## config.mk

```make
export PLATFORM = sky130hd
export DESIGN_NAME = ft_error_monitor
export DESIGN_NICKNAME = d
export VERILOG_FILES = /design/src/rtl/ft_error_monitor.sv
export SDC_FILE = /design/constraint.sdc
export NUM_CORES = 1
export LEC_CHECK = 0
export BUFFER_PORTS_ARGS = -buffer_cell sky130_fd_sc_hd__buf_2
export CAP_MARGIN = 20
export CORE_MARGIN = 2
export CORE_UTILIZATION = 29
export CTS_BUF_LIST = sky130_fd_sc_hd__clkbuf_16
export DETAILED_ROUTE_END_ITERATION = 16
export SLEW_MARGIN = 10
export SYNTH_ARGS = -nofsm -noshare
export SYNTH_HDL_FRONTEND = slang
export SYNTH_SLANG_ARGS = --single-unit
```

## constraint.sdc

```tcl
create_clock -name clk_i -period 3.7 [get_ports clk_i]
set_clock_uncertainty 0.1 [all_clocks]
set_input_delay 0 -clock clk_i [delete_from_list [all_inputs] [get_ports clk_i]]
set_output_delay 0 -clock clk_i [all_outputs]
set_load 0.02 [all_outputs]
```

## src/rtl/ft_error_monitor.sv

```systemverilog
// Lockstep error monitor: counts ftm divergences, logs both PCs,
// requests recovery and halts once the error budget is spent.
//
// Ports:
//   clk_i, rst_ni          clock, async active-low reset
//   error_i                ftm error level
//   pc_0_i, pc_1_i         core PCs sampled on an error edge
//   recover_req_o/ack_i    recovery request handshake
//   halt_o                 sticky budget-exhausted flag
//   err_count_o            saturating error event count
//   log_valid_o/pc_o/ready_i  PC log FIFO head and pop
//   log_ovf_o              sticky dropped-entry flag
module ft_error_monitor #(
  parameter int unsigned ERR_THRESHOLD = 20,
  parameter int unsigned CNT_W         = 16,
  parameter int unsigned LOG_DEPTH     = 4
) (
  input  logic             clk_i,
  input  logic             rst_ni,
  input  logic             error_i,
  input  logic [31:0]      pc_0_i,
  input  logic [31:0]      pc_1_i,
  output logic             recover_req_o,
  input  logic             recover_ack_i,
  output logic             halt_o,
  output logic [CNT_W-1:0] err_count_o,
  output logic             log_valid_o,
  output logic [64:0]      log_pc_o,
  input  logic             log_ready_i,
  output logic             log_ovf_o
);

  localparam int unsigned AW = $clog2(LOG_DEPTH);
  localparam logic [CNT_W-1:0] CNT_MAX = '1;
  localparam logic [CNT_W-1:0] THR = CNT_W'(ERR_THRESHOLD);

  typedef enum logic [1:0] {
    S_IDLE,
    S_RECOVER,
    S_HALT
  } state_t;

  state_t state_q, state_d;

  logic             err_q;
  logic             evt;
  logic [CNT_W-1:0] cnt_q;
  logic [CNT_W-1:0] cnt_nxt;
  logic             thr_hit;

  logic [64:0]      mem [LOG_DEPTH];
  logic [AW:0]      wr_ptr;
  logic [AW:0]      rd_ptr;
  logic             empty;
  logic             full;
  logic             pop;
  logic             push;
  logic             drop;
  logic             ovf_q;

  assign evt     = error_i & ~err_q;
  assign cnt_nxt = (cnt_q == CNT_MAX) ? cnt_q : cnt_q + 1'b1;
  assign thr_hit = cnt_nxt >= THR;

  assign empty = wr_ptr == rd_ptr;
  assign full  = (wr_ptr[AW] != rd_ptr[AW]) &&
                 (wr_ptr[AW-1:0] == rd_ptr[AW-1:0]);
  assign pop   = ~empty & log_ready_i;
  // A pop in the same cycle frees the slot for the incoming entry.
  assign push  = evt & (~full | pop);
  assign drop  = evt & full & ~pop;

  always_ff @(posedge clk_i or negedge rst_ni) begin
    if (!rst_ni) begin
      err_q   <= 1'b0;
      cnt_q   <= '0;
      wr_ptr  <= '0;
      rd_ptr  <= '0;
      ovf_q   <= 1'b0;
      state_q <= S_IDLE;
    end else begin
      err_q   <= error_i;
      state_q <= state_d;
      if (evt) cnt_q <= cnt_nxt;
      if (push) wr_ptr <= wr_ptr + (AW+1)'(1);
      if (pop) rd_ptr <= rd_ptr + (AW+1)'(1);
      if (drop) ovf_q <= 1'b1;
    end
  end

  always_ff @(posedge clk_i) begin
    if (push) mem[wr_ptr[AW-1:0]] <= {pc_0_i != pc_1_i, pc_1_i, pc_0_i};
  end

  always_comb begin
    state_d       = state_q;
    recover_req_o = 1'b0;
    halt_o        = 1'b0;
    unique case (state_q)
      S_IDLE: begin
        if (evt) state_d = thr_hit ? S_HALT : S_RECOVER;
      end
      S_RECOVER: begin
        recover_req_o = 1'b1;
        if (evt && thr_hit) state_d = S_HALT;
        else if (recover_ack_i) state_d = S_IDLE;
      end
      S_HALT: begin
        halt_o = 1'b1;
      end
      default: state_d = S_IDLE;
    endcase
  end

  assign err_count_o = cnt_q;
  assign log_valid_o = ~empty;
  // Gated so the head reads zero out of reset instead of stale storage.
  assign log_pc_o    = empty ? '0 : mem[rd_ptr[AW-1:0]];
  assign log_ovf_o   = ovf_q;

endmodule

```

* Word level (Yosys, flattened, before mapping) *
Memories as Yosys holds them, arrays and structs flattened.
Cells that the tools add are included.

operators by class
  reduce and logical (&&, ||, !) cells = 4
  equal/unequal tests = 9
  bitwise gates (word level) = 11
  add/subtract/negate cells = 3
  magnitude comparators = 1
  multiplexer cells = 11

operators by type and width
  operator                                                                count
  65-bit 2-to-1 mux                                                       1
  32-bit != test                                                          1
  16-bit by 1-bit adder with 16-bit output, second input constant         1
  16-bit equality test, second input constant                             1
  16-bit by 5-bit >= comparator with 1-bit output, second input constant  1
  16-bit 2-to-1 mux                                                       1
  2-bit 2-to-1 mux                                                        4
  3-bit by 1-bit adder with 3-bit output, second input constant           2
  2-bit one-hot mux with 3 select lines                                   1
  1-bit AND                                                               5
  1-bit NOT                                                               5
  1-bit 2-to-1 mux                                                        4
  3-bit equality test                                                     1
  3-bit != test, second input constant                                    1
  3-bit AND reduction                                                     1
  2-bit by 1-bit equality test with 1-bit output, second input constant   1
  2-bit equality test                                                     1
  2-bit equality test, second input constant                              1
  1-bit logical AND                                                       2
  2-bit logical NOT                                                       1
  2-bit != test, second input constant                                    1
  1-bit != test                                                           1
  1-bit OR                                                                1

word-level totals
  RAM bits = 260
  bits in registers = 26
  memories kept = 1
  logic and storage cells = 46

memories
  memory  depth  bits a word  rd ports  clocked after Yosys merged registers in  write ports  line  RTL
  mem     4      65           1         0                                        1            51    logic [64:0] mem [LOG_DEPTH];

* Logic depth before layout (Yosys ltp) *
  depth after elaboration = 7
  gate-level depth with buffers = 8

* Least setup slack after synthesis *
OpenSTA, ideal clock, no wires.

  kind = register -> register
  from = register rd_ptr[0]
  to = memory mem[3][0], enable pin
  stages on the path, launching flop included = 7
  buffers on the path = 1
  setup slack = 0.581 ns
  period minus slack after synthesis = 3.119 ns
  data arrival time = 2.587 ns
  cells stage by stage = dfrtp_1 clkbuf_1 xnor2_1 nand2_1 nor3_1 nor2_1 and2_1

between the ends
  longest elaborated chain between the ends = 7
  elaborated cells on any way between the ends = 10

RTL lines
  item                                                        line    RTL
  start, declared                                             53      logic [AW:0] rd_ptr;
  start signal, assigned                                      86      if (pop) rd_ptr <= rd_ptr + (AW+1)'(1);
  3-bit equality test or 2-bit equality test (tied branches)  65, 67
  1-bit NOT or 1-bit logical AND (tied branches)              68, 66
  1-bit AND or 1-bit NOT (tied branches)                      68, 70
  1-bit OR *                                                  70      assign push = evt & (~full | pop);
  1-bit AND *                                                 70
  1-bit 2-to-1 mux *                                          92      if (push) mem[wr_ptr[AW-1:0]] <= {pc_0_i != pc_1_i, pc_1_i, pc_0_i};
  1-bit 2-to-1 mux (implied by the code) *                    92
  end, declared                                               51

Every way passes the cells marked *; elsewhere a longest branch is shown, timed or not.

* Worst setup path after layout *
  from = register rd_ptr[1]
  to = output port log_pc_o[33]

between the ends
  longest elaborated chain between the ends = 2
  elaborated cells on any way between the ends = 3

RTL lines
  item                                                           line  RTL
  memory read 4 x 65 bit or 3-bit equality test (tied branches)  n/a
  65-bit 2-to-1 mux *                                            118   assign log_pc_o = empty ? '0 : mem[rd_ptr[AW-1:0]];
  end, declared                                                  28    output logic [64:0] log_pc_o,

Marked as above.

==> results.txt <==
IO Pins = 154
Hold WS = 53.5 ps
Synth Area in XOR/XNOR = 3.62%
TritonCTS clock tree = built
HP Class = primary input to flop
CP Capture Type = primary output
Root Buffer = clkbuf_16
Max-slew violations = 0
Initial core utilization = 29.3%
Drt wl/cell = 19.4 um
Largest net degree at the start of global routing = 68
Clock Latency Late Sink = 540 ps
Cell variety after synth = 40
Finished Layout Cells = 1,395
N_diodes = 0
WP data required = 3600 ps
Setup TNS = 0 ps
Site Rows = 73
Clock tree buffer depth = 3
Yosys warns = 0
Register bit count reported by yosys = 286
Rel. slew slack = 30.3%
Ys flop type = edfxtp_1
CTS sink cnt = 286
Met1 Use GR = 18.2%
Critical path class = flop to primary output
Hold Violations, Final = 0
Max rail drop VDD = 0.464 mV
DIE WIDTH = 204 um
Placed Cells = 1,269
Fin area = 0.0146 mm^2
Met2 Use GR = 20.7%
Routed vias/inst = 4.48
Synthesis-to-finish area growth = 26.2%
Clock slew at reported path FFs = 60 ps
Die height = 204 um
Total wire length = 27.0 mm
GRT Overall Usage = 12.8%
Post-Syn Area per Cell = 19.0 um^2
IO Port Bufs = 153
Startpoint Class = flop
GRT Residual Overflow = 0
Mapped Nets = 685
Outcome = finished, final reports clean
Post-synthesis compound-gate area fraction = 1.19%
DRC Markers = 0
Total CTS buffers = 30
Initial antenna violation count = 0
Synth Area in Simple Gates = 7.14%
Initial drt markers = 484
# setup viols final = 0
Final period util = 73.8%
Slew @ Worst Pin = 1050 ps
Final min period = 2730 ps
WP data arrival = 2630 ps
Vias in the first global route = 6,423
RSZ-0062 raised after global routing = no
Largest family of logic cells by synthesized area = multiplexers
Syn Inst Count = 610
Async SR Flop Fraction = 9.09%
Detailed Place HPWL = 17.4 mm
Crit Path Max Fanout = 67
First-pass GRT wire length = 40.3 mm
Post-synth EDFFs = 260
Nets@finish = 921
Post-Syn Area = 0.0116 mm^2
Vias post-DR = 6,252
PD cells = 764 mW/mm^2
Layout cells sized above 1 = 32.8%
Full die area = 0.0416 mm^2
Post-DP Area = 0.0130 mm^2
Register area share after synthesis = 72.9%
M3 GR Usage = 2.18%
Final GP Congestion = 0.757
H-tree Lvls = 1
Post-route ant nets = 0
Mux contribution to synthesized area = 13.2%
Tot Pwr = 11.2 mW
Leakage = 5.15 nW
Synth Area in Adders = 0.647%
Max Fclk = 0.366 GHz
Core area = 0.0396 mm^2
Max Cap Violations = 0
Detailed Routing Iterations Pass 1 = 4
GRT Max-Usage Layer = met2
==> stage by stage <==
stage / setup slack [ps] / util, %
after detailed placement: 1100 / 32.9
after floorplan: 581 / -
after global placement: 1140 / 32.9
after CTS: 800 / 36.9
after global routing: 756 / 36.9
final: 969 / 36.9
==> Yosys cell counts, types with 2 or more instances <==
cell type,instances,area [um^2]
edfxtp_1,260,7810
nor2b_1,67,419
mux4_2,65,1460
xnor2_1,43,377
dfrtp_1,26,651
nand2_1,20,75.1
clkbuf_1,16,60.1
nand4_1,15,93.8
buf_2,9,45.0
nor2_1,9,33.8
a21oi_1,8,40.0
inv_1,7,26.3
nor3_1,7,35.0
ha_1,6,75.1
mux2_2,5,56.3
nand3_1,5,25.0
o21ai_0,5,25.0
xor2_1,5,43.8
and2_1,4,25.0
and3_1,4,25.0
buf_6,2,22.5
nand3_2,2,20.0
nor4_1,2,12.5
o211ai_1,2,15.0
==> sequential cells by signal, summed over array words and instances, names as in the netlist <==
register / count
log_ovf_o: 1
mem: 260
wr_ptr: 3
err_q: 1
err_count_o: 16
rd_ptr: 3
state_q: 2
==> per-layer routing <==
metal	vias up	part of all wire [%]
met5	-	0
met4	0	1.6
met3	28	6.0
met2	187	48
met1	3171	45
li1	2866	-
==> cell usage in the layout (no fill, tap or decap), drive strengths merged, types with 2 or more instances in the layout <==
cell type,n
a21oi,8
and2,5
and3,5
buf,163
clkbuf,30
clkinv,12
dfrtp,26
dlygate4sd3,69
edfxtp,260
ha,6
inv,19
mux2,5
mux4,65
nand2,21
nand3,7
nand4,16
nor2,9
nor2b,67
nor3,7
nor4,2
o211ai,2
o21ai,5
xnor2,43
xor2,5
==> kinds of logic after synthesis <==
logic type,count (synthesis)
flip-flops,286
AO/OA/AOI/OAI,22
buffers and inverters,35
AND/OR/NAND/NOR,142
adder cells (fa/ha/maj),6
XOR/XNOR,48
multiplexers,71
==> cell type report <==
cell class	count	area, um^2
repair buffers	232	1590
inverters	7	26.3
fillers	3775	25000
clock buffers	30	751
multi-input cells	289	3000
well taps	525	657
flip-flops and latches	286	8470
clock inverters	26	150
==> worst max-delay path, cell delays in order, from the launching register on <==
cell     delay (ps)
dfrtp_4         410
buf_4           750
mux4_2          360
nor2b_1         290
buf_2           230
==> power breakdown <==
| part | internal [mW] | switching (mW) |
|---|---|---|
| combinational | 1.70 | 2.62 |
| clock | 1.54 | 1.21 |
| sequential | 3.95 | 0.171 |
| total | 7.18 | 4.00 |
==> path summary, 6_finish.rpt <==
kind / startpoint / endpoint / slack, ps / depth (start not counted)
setup reg to reg: rd_ptr[0]$_DFFE_PN0P_ / mem[3][36]$_DFFE_PP_ / 1110 / 6
hold / removal: error_i / err_q$_DFF_PN0_ / 50 / 2
min in group asynchronous: rst_ni / err_count_o[13]$_DFFE_PN0P_ / 360 / 4
hold reg to reg: log_ovf_o$_DFFE_PN0P_ / log_ovf_o$_DFFE_PN0P_ / 350 / 1
setup / recovery: rd_ptr[1]$_DFFE_PN0P_ / log_pc_o[33] / 970 / 4
max in group asynchronous: rst_ni / rd_ptr[0]$_DFFE_PN0P_ / 2950 / 4
==> repair_timing <==
action	in CTS	in global routing
resized for setup	0	0
endpoints found under the hold margin	301	0
hold buffers	70	0
setup buffers	0	0
No activity file was read; power rests on OpenSTA's default activity.
